**src/rtl/store_buffer_pkg.sv**
```systemverilog
// Shared widths, port-arbitration encoding and address helpers for the store buffer.
// The buffer itself lives in store_buffer.sv; the forwarding search lives in sb_match.sv.
package store_buffer_pkg;

    localparam int unsigned ADDR_W = 32;
    localparam int unsigned DATA_W = 32;

    // Who owns the data-memory port this cycle.
    typedef enum logic [1:0] {
        IDLE,
        LOAD,
        DRAIN,
        FORCE
    } arb_t;

    // Stores and loads are word granular: byte offset bits never take part in a match.
    function automatic logic word_match(input logic [ADDR_W-3:0] a,
                                        input logic [ADDR_W-3:0] b);
        return a == b;
    endfunction

endpackage

```
**src/rtl/sb_match.sv**
```systemverilog
// Youngest-entry forwarding search: walks the FIFO from head (oldest) to newest,
// letting later matches override earlier ones.
module sb_match
    import store_buffer_pkg::*;
#(
    parameter int unsigned DEPTH = 4
) (
    input  logic [ADDR_W-1:0]         ent_addr [DEPTH],
    input  logic [DATA_W-1:0]         ent_data [DEPTH],
    input  logic [DEPTH-1:0]          valid,
    input  logic [$clog2(DEPTH)-1:0]  head,
    input  logic [ADDR_W-1:0]         ld_addr,
    output logic                      hit,
    output logic [DATA_W-1:0]         data
);

    localparam int unsigned PW = $clog2(DEPTH);

    logic [PW-1:0] idx;
    logic [1:0]    unused_byte_offsets;

    always_comb begin
        hit                 = 1'b0;
        data                = '0;
        idx                 = head;
        unused_byte_offsets = ld_addr[1:0];
        for (int unsigned k = 0; k < DEPTH; k++) begin
            idx = head + PW'(k);
            unused_byte_offsets = unused_byte_offsets ^ ent_addr[idx][1:0];
            if (valid[idx] && word_match(ent_addr[idx][ADDR_W-1:2], ld_addr[ADDR_W-1:2])) begin
                hit  = 1'b1;
                data = ent_data[idx];
            end
        end
    end

endmodule

```
**src/rtl/store_buffer.sv**
```systemverilog
// Circular store buffer between the MEM stage and a single-ported data memory,
// with youngest-match load forwarding and a starvation-triggered forced drain.
module store_buffer
    import store_buffer_pkg::*;
#(
    parameter int unsigned DEPTH        = 4,
    parameter int unsigned STARVE_LIMIT = 3
) (
    input  logic                       clk,
    input  logic                       reset,
    input  logic                       st_valid,
    input  logic [ADDR_W-1:0]          st_addr,
    input  logic [DATA_W-1:0]          st_data,
    output logic                       st_ready,
    input  logic                       ld_valid,
    input  logic [ADDR_W-1:0]          ld_addr,
    output logic [DATA_W-1:0]          ld_data,
    output logic                       ld_stall,
    output logic [ADDR_W-1:0]          dm_address,
    output logic [DATA_W-1:0]          dm_writeData,
    output logic                       dm_memRead,
    output logic                       dm_memWrite,
    input  logic [DATA_W-1:0]          dm_readData,
    output logic [$clog2(DEPTH):0]     count,
    output logic                       empty
);

    localparam int unsigned PW = $clog2(DEPTH);
    localparam int unsigned CW = PW + 1;
    localparam int unsigned SW = $clog2(STARVE_LIMIT + 1);

    logic [ADDR_W-1:0] addr_q [DEPTH];
    logic [DATA_W-1:0] data_q [DEPTH];
    logic [PW-1:0]     head_q;
    logic [PW-1:0]     tail_q;
    logic [CW-1:0]     count_q;
    logic [SW-1:0]     starve_q;

    logic [DEPTH-1:0]  valid;
    logic              fwd_hit;
    logic [DATA_W-1:0] fwd_data;
    logic              full;
    logic              force_due;
    logic              enq;
    logic              pop;
    arb_t              arb;

    assign full      = (count_q == CW'(DEPTH));
    assign empty     = (count_q == '0);
    assign count     = count_q;
    assign st_ready  = !full;
    assign force_due = (starve_q == SW'(STARVE_LIMIT)) && !empty;

    // An entry is live when its distance from head is below the occupancy.
    always_comb begin
        valid = '0;
        for (int unsigned i = 0; i < DEPTH; i++) begin
            valid[i] = ({1'b0, PW'(PW'(i) - head_q)} < count_q);
        end
    end

    sb_match #(
        .DEPTH (DEPTH)
    ) u_match (
        .ent_addr (addr_q),
        .ent_data (data_q),
        .valid    (valid),
        .head     (head_q),
        .ld_addr  (ld_addr),
        .hit      (fwd_hit),
        .data     (fwd_data)
    );

    // Reset is folded in so the memory port and load result go quiet the
    // moment reset rises, not only after the flops have cleared.
    always_comb begin
        arb = IDLE;
        if (reset) begin
            arb = IDLE;
        end else if (force_due) begin
            arb = FORCE;
        end else if (ld_valid) begin
            arb = LOAD;
        end else if (!empty) begin
            arb = DRAIN;
        end
    end

    always_comb begin
        dm_memRead   = 1'b0;
        dm_memWrite  = 1'b0;
        dm_address   = '0;
        dm_writeData = '0;
        ld_data      = '0;
        unique case (arb)
            LOAD: begin
                dm_memRead = 1'b1;
                dm_address = ld_addr;
                ld_data    = fwd_hit ? fwd_data : dm_readData;
            end
            DRAIN, FORCE: begin
                dm_memWrite  = 1'b1;
                dm_address   = addr_q[head_q];
                dm_writeData = data_q[head_q];
            end
            default: ;
        endcase
    end

    assign ld_stall = (arb == FORCE) && ld_valid;
    assign pop      = (arb == DRAIN) || (arb == FORCE);
    assign enq      = st_valid && st_ready && !reset;

    always_ff @(posedge clk or posedge reset) begin
        if (reset) begin
            head_q   <= '0;
            tail_q   <= '0;
            count_q  <= '0;
            starve_q <= '0;
            for (int unsigned i = 0; i < DEPTH; i++) begin
                addr_q[i] <= '0;
                data_q[i] <= '0;
            end
        end else begin
            if (enq) begin
                addr_q[tail_q] <= st_addr;
                data_q[tail_q] <= st_data;
                tail_q         <= tail_q + PW'(1);
            end
            if (pop) begin
                head_q <= head_q + PW'(1);
            end
            count_q <= count_q + CW'(enq) - CW'(pop);

            if (pop) begin
                starve_q <= '0;
            end else if (full && (arb == LOAD) && (starve_q != SW'(STARVE_LIMIT))) begin
                starve_q <= starve_q + SW'(1);
            end
        end
    end

endmodule

```
**config.mk**
```make
export PLATFORM = sky130hd
export DESIGN_NAME = store_buffer
export DESIGN_NICKNAME = d
export VERILOG_FILES = /design/src/rtl/store_buffer_pkg.sv /design/src/rtl/sb_match.sv /design/src/rtl/store_buffer.sv
export SDC_FILE = /design/constraint.sdc
export NUM_CORES = 1
export LEC_CHECK = 0
export CAP_MARGIN = 10
export CORE_MARGIN = 4
export CORE_UTILIZATION = 30
export DETAILED_ROUTE_END_ITERATION = 10
export GPL_ROUTABILITY_DRIVEN = 0
export PLACE_DENSITY = 0.46
export RECOVER_POWER = 50
export SYNTH_ARGS = -nofsm -noshare
export SYNTH_HDL_FRONTEND = slang
export SYNTH_HIERARCHICAL = 1
export SYNTH_SLANG_ARGS = --single-unit
```
**constraint.sdc**
```tcl
create_clock -name clk -period 11.9 [get_ports clk]
set_input_delay 2.38 -clock clk [delete_from_list [all_inputs] [get_ports clk]]
set_output_delay 2.38 -clock clk [all_outputs]
set_load 0.01 [all_outputs]
```
==> results of run 1 <==
-- worst max path at each step --
| stage | endpoint | slack, ps | cells past startpoint | startpoint |
|---|---|---|---|---|
| floorplan | addr_q[0] | 2220 | 1 | reset |
| global placement | ld_data[31] | 2560 | 14 | ld_addr[27] |
| detailed placement | ld_data[31] | 2630 | 13 | ld_addr[6] |
| CTS | ld_data[31] | 2610 | 13 | ld_addr[6] |
| global route | ld_data[31] | 2380 | 14 | ld_addr[27] |
| finish | ld_data[31] | 2600 | 13 | ld_addr[6] |
-- area by class of cell --
type                       count  area [µm²]  area share (%)
antenna                        4       10.01         0.03981
clock buffer                  49        1011           4.021
clock inverter                19       217.7          0.8658
inverter                      24       92.59          0.3682
multi-input combinational   1327       13460           53.54
sequential                   265        6639           26.40
tap                          940        1176           4.678
timing repair buffer         259        2535           10.08
-- layer usage --
layer	vias to the layer above	wire length (µm)	track usage [%]	part of all wire [%]
met1	8158	31040	24.35	44
met3	110	3707	3.798	5.3
met2	376	33510	30.01	48
met4	12	1856	5.377	2.6
li1	7103	-	-	-
met5	-	80	0	0.11
-- logic make-up after synthesis --
| logic type | count (synthesis) | synth area share, % |
|---|---|---|
| simple gates | 222 | 5.676 |
| compound gates | 253 | 9.571 |
| xor+xnor | 114 | 4.689 |
| buf+inv | 190 | 5.065 |
| flops | 265 | 31.14 |
| fa+ha+maj | 12 | 0.7403 |
| mux | 726 | 43.12 |
-- flip-flops by register name, summed over array words and instances, names as in the netlist --
signal / flops
starve_q: 2
tail_q: 2
head_q: 2
count: 3
data_q: 128
addr_q: 128
-- through the flow --
step           hold WS, ps  power (mW)  std cells  setup WS (ps)
2_1_floorplan        473.8       5.100       1782           2223
3_3_place_gp         483.6       6.180       2815           2565
3_5_place_dp         488.1       6.250       2815           2627
4_1_cts              501.8       7.434       2883           2605
5_1_grt              520.9       7.816       2884           2381
6_report             501.2       7.334       2887           2599
-- cells in the final DEF, fill, tap and decap left out, types with 35 or more instances in the layout --
cell | synthesis | final
sky130_fd_sc_hd__dfrtp_1 | 265 | 263
sky130_fd_sc_hd__mux2_4 | 61 | 35
sky130_fd_sc_hd__nor2_1 | 57 | 57
sky130_fd_sc_hd__nand2_1 | 37 | 36
sky130_fd_sc_hd__clkdlybuf4s50_1 | 0 | 231
sky130_fd_sc_hd__mux2_2 | 332 | 332
sky130_fd_sc_hd__mux4_2 | 92 | 92
sky130_fd_sc_hd__a21oi_1 | 36 | 36
sky130_fd_sc_hd__clkbuf_16 | 0 | 37
sky130_fd_sc_hd__a22o_1 | 63 | 63
sky130_fd_sc_hd__a221o_1 | 64 | 64
sky130_fd_sc_hd__mux2i_1 | 234 | 234
sky130_fd_sc_hd__xnor2_1 | 84 | 84
-- worst max-delay path, delay by kind of cell --
family	cells	cell delay, ps
buffers and inverters	3	1720
and+or+nand+nor	5	1450
xor gates and xnor gates	1	280
muxes	1	100
AOI/OAI and AO/OA	3	940
-- power groups by stage --
stage                     Combinational (mW)  Sequential, mW  Clock, mW
final                                   4.31            1.90       1.12
after global routing                    4.63            1.98       1.20
after CTS                               4.37            1.90       1.17
after detailed placement                4.34            1.91          0
after global placement                  4.30            1.88          0
after floorplan                         3.42            1.68          0
==> reports/summary.json, run 1 <==
{
  "run_status": {
    "status": "finished, violations left",
    "failed_checks": "max-capacitance violations, max-slew violations"
  },
  "pwr": {
    "power_frac_seq_pct": 25.9,
    "vdd_drop_max_v": 0.0001074,
    "power_per_cell_area_mw_per_mm2": 291.7,
    "pwr-share-comb_pct": 58.8,
    "clock_power_share_pct": 15.3,
    "cellLeakagePower_nw": 10.32,
    "power.internal_mw": 4.270,
    "netSwitchingFraction_pct": 41.77,
    "power_switching_mw": 3.064
  },
  "min_path": {
    "hold_start": "addr_q[32]",
    "worst_hold_path_type": "flip-flop to flip-flop",
    "hold_end": "addr_q[32]",
    "holdPathStages": 1
  },
  "synthesis": {
    "synth.largest_area_cell": "sky130_fd_sc_hd__dfrtp_1",
    "dominantRegCellSynth": "sky130_fd_sc_hd__dfrtp_1",
    "synth_top_area_share_pct": 31.14,
    "ys_warnings": 6,
    "post_synth_inst_count": 1782,
    "synth_cell_type_count": 71,
    "post-synth-top-count-cell": "sky130_fd_sc_hd__mux2_2",
    "synth.area.top_cells": "sky130_fd_sc_hd__dfrtp_1, sky130_fd_sc_hd__mux2_2, sky130_fd_sc_hd__mux2i_1",
    "mappedNetlistNets": 1926,
    "post_synthesis_cell_area_mm2": 0.02130,
    "postSynthRegisterBits": 265,
    "synth.yosys.seq_area_share_pct": 31.14,
    "synth-async-reset-ratio_pct": 100.0,
    "synth.top_cells.by_count": "sky130_fd_sc_hd__mux2_2, sky130_fd_sc_hd__dfrtp_1, sky130_fd_sc_hd__mux2i_1",
    "synth.avg_cell_area_um2": 11.95,
    "synth-edff-count": 0
  },
  "setup_path": {
    "required_ps": 9520,
    "timing.critical_path.slowest_stage_cell": "sky130_fd_sc_hd__clkdlybuf4s50_1",
    "critical_path_arrival_ps": 6920,
    "r2r_slack_ps": 7870,
    "path_cells": "clkdlybuf4s50_1, xor2_1, nor4_1, nand2_1, a2111oi_0, and4_1, nor2b_4, buf_4, a221o_1, a22o_1, mux2i_1, nor2_1, clkdlybuf4s50_1",
    "crit_path_frequent_cell": "sky130_fd_sc_hd__clkdlybuf4s50_1",
    "setup.worst_path.end_class": "output pin",
    "rr_worst_depth": 8,
    "timing.setup.critical_path_class": "input pin to output pin",
    "critical_path.reg2reg.startpoint": "count[0]",
    "critical_path_peak_fanout": 62,
    "critical_path.max_stage_delay_ps": 600,
    "worst_setup_path_start_kind": "input pin",
    "r2r-end": "count[1]"
  },
  "sta": {
    "finalHoldViolCount": 0,
    "finalSetupViolations": 0,
    "rsz0062_at_grt": "false",
    "relSlewSlack_pct": -283.0,
    "finClkSkew_ps": 22.35,
    "min_period_over_period_pct": 78.16,
    "fin_setup_tns_ps": 0,
    "report.final.slew_viol_count": 340,
    "timing.fmax_mhz": 107.5,
    "fin_crit_ps": 9301,
    "max_slew.worst_pin.slew_ps": 5713
  },
  "route": {
    "detail_route.wl_per_cell_um": 24.32,
    "number_of_remaining_drc_errors": 0,
    "drt-pass1-iter-count": 6,
    "vias": 15759,
    "finalWirelength_mm": 70.20,
    "drt-initial-drc-count": 934,
    "vias_per_cell": 5.459,
    "drtAntennaViolNets": 0
  },
  "place": {
    "placement.cell_area_mm2": 0.02407,
    "place_hpwl_mm": 47.38,
    "port_buffers": 235
  },
  "clock_network": {
    "max_buffers_root_to_sink": 3,
    "post_cts_resized": 0,
    "cts_setup_buffers": 0,
    "h-tree-depth": 2,
    "clk_root_buffer_cell": "sky130_fd_sc_hd__clkbuf_16",
    "clock-sinks": 265,
    "ctsHoldBuffers": 0,
    "insertion_delay_ps": 580,
    "cts_buffers": 37,
    "clk_transition_reported_paths_ps": 60,
    "clock_tree_from_tritoncts": "built"
  },
  "layout": {
    "post-route-util_pct": 35.84,
    "flow.area_growth_from_synthesis_pct": 18.07,
    "filler_cell_count": 7074,
    "finish.instance_area_mm2": 0.02514,
    "post_route_cells_drive_above_1_share_pct": 28.98,
    "design.final.nets": 2058
  },
  "global_route": {
    "pin_count_of_the_biggest_net_entering_global_routing": 133,
    "globalRoute.totalOverflow": 0,
    "grt_first_pass_wirelength_mm": 105.9,
    "first_global_vias": 16297,
    "grt_antenna_before_repair": 11,
    "total_routing_usage_reported_by_global_routing_pct": 18.28
  },
  "floorplan": {
    "core_region_area_mm2": 0.07015,
    "die_area_mm2": 0.07531,
    "design.portCount": 236,
    "rows": 97,
    "fp.dieW_um": 274.4,
    "effective_utilization_at_floorplan_pct": 30.36,
    "chipHeight_um": 274.4
  },
  "run": {
    "drv.max_cap_violation_count": 8
  }
}
No activity file was read; power rests on OpenSTA's default activity.
==> inputs of run 2 (changes only) <==
==> constraint.sdc (replaced) <==
create_clock -name clk -period 9.75 [get_ports clk]
set_input_delay 1.95 -clock clk [delete_from_list [all_inputs] [get_ports clk]]
set_output_delay 1.95 -clock clk [all_outputs]
set_load 0.01 [all_outputs]
==> reports/summary.json, run 2 (synthesis results as in run 1) <==
{
  "clock_network": {
    "insertion_delay_ps": 570,
    "clk_transition_reported_paths_ps": 60,
    "post_cts_resized": 0,
    "ctsHoldBuffers": 0,
    "max_buffers_root_to_sink": 3,
    "h-tree-depth": 2,
    "clk_root_buffer_cell": "sky130_fd_sc_hd__clkbuf_16",
    "cts_buffers": 37,
    "cts_setup_buffers": 0,
    "clock_tree_from_tritoncts": "built",
    "clock-sinks": 265
  },
  "setup_path": {
    "path_cells": "clkdlybuf4s50_1, inv_1, xnor2_1, nor4_1, nand2_1, a2111oi_0, and4_1, nor2b_4, buf_4, a221o_1, a22o_1, mux2i_1, nor2_1, clkdlybuf4s50_1",
    "crit_path_frequent_cell": "sky130_fd_sc_hd__clkdlybuf4s50_1",
    "critical_path.reg2reg.startpoint": "count[2]",
    "worst_setup_path_start_kind": "input pin",
    "r2r-end": "count[1]",
    "timing.setup.critical_path_class": "input pin to output pin",
    "critical_path_peak_fanout": 62,
    "r2r_slack_ps": 5850,
    "cp_num_cells": 14,
    "critical_path.max_stage_delay_ps": 700,
    "rr_worst_depth": 8,
    "critical_path_arrival_ps": 6620,
    "critPathTopFamily": "buffers and inverters",
    "worstSetupStartpoint": "ld_addr[27]",
    "required_ps": 7800,
    "critPathCapture": "ld_data[5]",
    "timing.critical_path.buf_inv": 4,
    "timing.critical_path.slowest_stage_cell": "sky130_fd_sc_hd__clkdlybuf4s50_1",
    "setup.worst_path.end_class": "output pin"
  },
  "route": {
    "drt-pass1-iter-count": 5,
    "detail_route.wl_per_cell_um": 24.51,
    "vias": 15783,
    "number_of_remaining_drc_errors": 0,
    "drt-initial-drc-count": 845,
    "drtAntennaViolNets": 0,
    "finalWirelength_mm": 70.70,
    "vias_per_cell": 5.471
  },
  "pwr": {
    "power_per_cell_area_mw_per_mm2": 356.6,
    "vdd_drop_max_v": 0.0001631,
    "power.total_mw": 8.998,
    "cellLeakagePower_nw": 10.39
  },
  "global_route": {
    "pin_count_of_the_biggest_net_entering_global_routing": 177,
    "grt_first_pass_wirelength_mm": 106.4,
    "met1_usage_pct": 24.17,
    "globalRouteMet2Util_pct": 30.94,
    "most_used_routing_layer_in_global_routing": "met2",
    "grt_antenna_before_repair": 10,
    "first_global_vias": 16389,
    "total_routing_usage_reported_by_global_routing_pct": 18.33,
    "gr-usage-met3_pct": 3.299,
    "globalRoute.totalOverflow": 0
  },
  "layout": {
    "design.final.nets": 2060,
    "final_common_cell": "sky130_fd_sc_hd__mux2_2",
    "post-route-util_pct": 35.97,
    "final_cell_mix": "sky130_fd_sc_hd__mux2_2, sky130_fd_sc_hd__dfrtp_1, sky130_fd_sc_hd__mux2i_1",
    "finish.instance_area_mm2": 0.02523,
    "post_route_cells_drive_above_1_share_pct": 30.31,
    "flow.area_growth_from_synthesis_pct": 18.48,
    "filler_cell_count": 7016
  },
  "floorplan": {
    "effective_utilization_at_floorplan_pct": 30.36,
    "chipHeight_um": 274.4,
    "die_area_mm2": 0.07531,
    "fp.dieW_um": 274.4,
    "rows": 97,
    "core_region_area_mm2": 0.07015,
    "design.portCount": 236
  },
  "sta": {
    "rsz0062_at_grt": "false",
    "max_slew.worst_pin.slew_ps": 4204,
    "fin_crit_ps": 8571,
    "finalSetupViolations": 0,
    "min_period_over_period_pct": 87.91,
    "timing.fmax_mhz": 116.7,
    "fin_setup_tns_ps": 0,
    "finalHoldViolCount": 0,
    "report.final.slew_viol_count": 408,
    "finClkSkew_ps": 26.53,
    "relSlewSlack_pct": -181.8
  },
  "run": {
    "drv.max_cap_violation_count": 7
  },
  "min_path": {
    "worst_hold_path_type": "flip-flop to flip-flop"
  },
  "run_status": {
    "status": "finished, violations left",
    "failed_checks": "max-capacitance violations, max-slew violations"
  },
  "place": {
    "placement.cell_area_mm2": 0.02413,
    "port_buffers": 235,
    "place_hpwl_mm": 47.56
  }
}
## run 2: worst min path at each step
stage                           from         end  slack [ps]  cells after the start
after floorplan           addr_q[32]  addr_q[32]         470                      1
after global placement    addr_q[33]  addr_q[33]         490                      1
after detailed placement  addr_q[32]  addr_q[32]         490                      1
after CTS                 addr_q[32]  addr_q[32]         510                      1
after global routing      addr_q[32]  addr_q[32]         520                      1
final                     addr_q[32]  addr_q[32]         500                      1
## run 2: where the power goes
part	total [mW]	internal, mW	leakage [nW]	switching [mW]
clock	1.32	0.780	0.571	0.537
combinational	5.32	2.81	6.63	2.51
sequential	2.36	1.66	3.19	0.706
## run 2: routing by layer
layer  share of wire [%]  routed length [µm]  up-vias
li1                    -                   -     7116
met1                  45               31490     8201
met2                  48               34170      360
met3                 4.8                3387       96
met4                 2.2                1578       10
met5                0.10                  74        -
## run 2: layout make-up
cell class                      instances  area (µm²)  area share [%]
Timing Repair Buffer                  261        2577           10.22
Multi-Input combinational cell       1327       13570           53.76
Inverter                               24       92.59          0.3670
Antenna cell                            5       12.51         0.04959
Tap cell                              940        1176           4.661
Clock buffer                           51        1049           4.156
Clock inverter                         12       120.1          0.4760
Sequential cell                       265        6639           26.31
## run 2: through the flow
stage                     std cells  hold WS (ps)  setup slack [ps]
after global routing           2883         520.4             996.9
after detailed placement       2817         493.1              1252
after floorplan                1782         473.8             503.1
after CTS                      2880         505.7              1236
final                          2885         502.4              1179
after global placement         2817         485.3              1268
==> inputs of run 3 (changes only) <==
--- a/config.mk
+++ b/config.mk
@@ -10,6 +10,7 @@
 export CORE_UTILIZATION = 30
 export DETAILED_ROUTE_END_ITERATION = 10
 export GPL_ROUTABILITY_DRIVEN = 0
+export HOLD_SLACK_MARGIN = 0.03
 export PLACE_DENSITY = 0.46
 export RECOVER_POWER = 50
 export SYNTH_ARGS = -nofsm -noshare
==> results of run 3 <==
Final layout, timing and power as in run 2 (identical DEF).
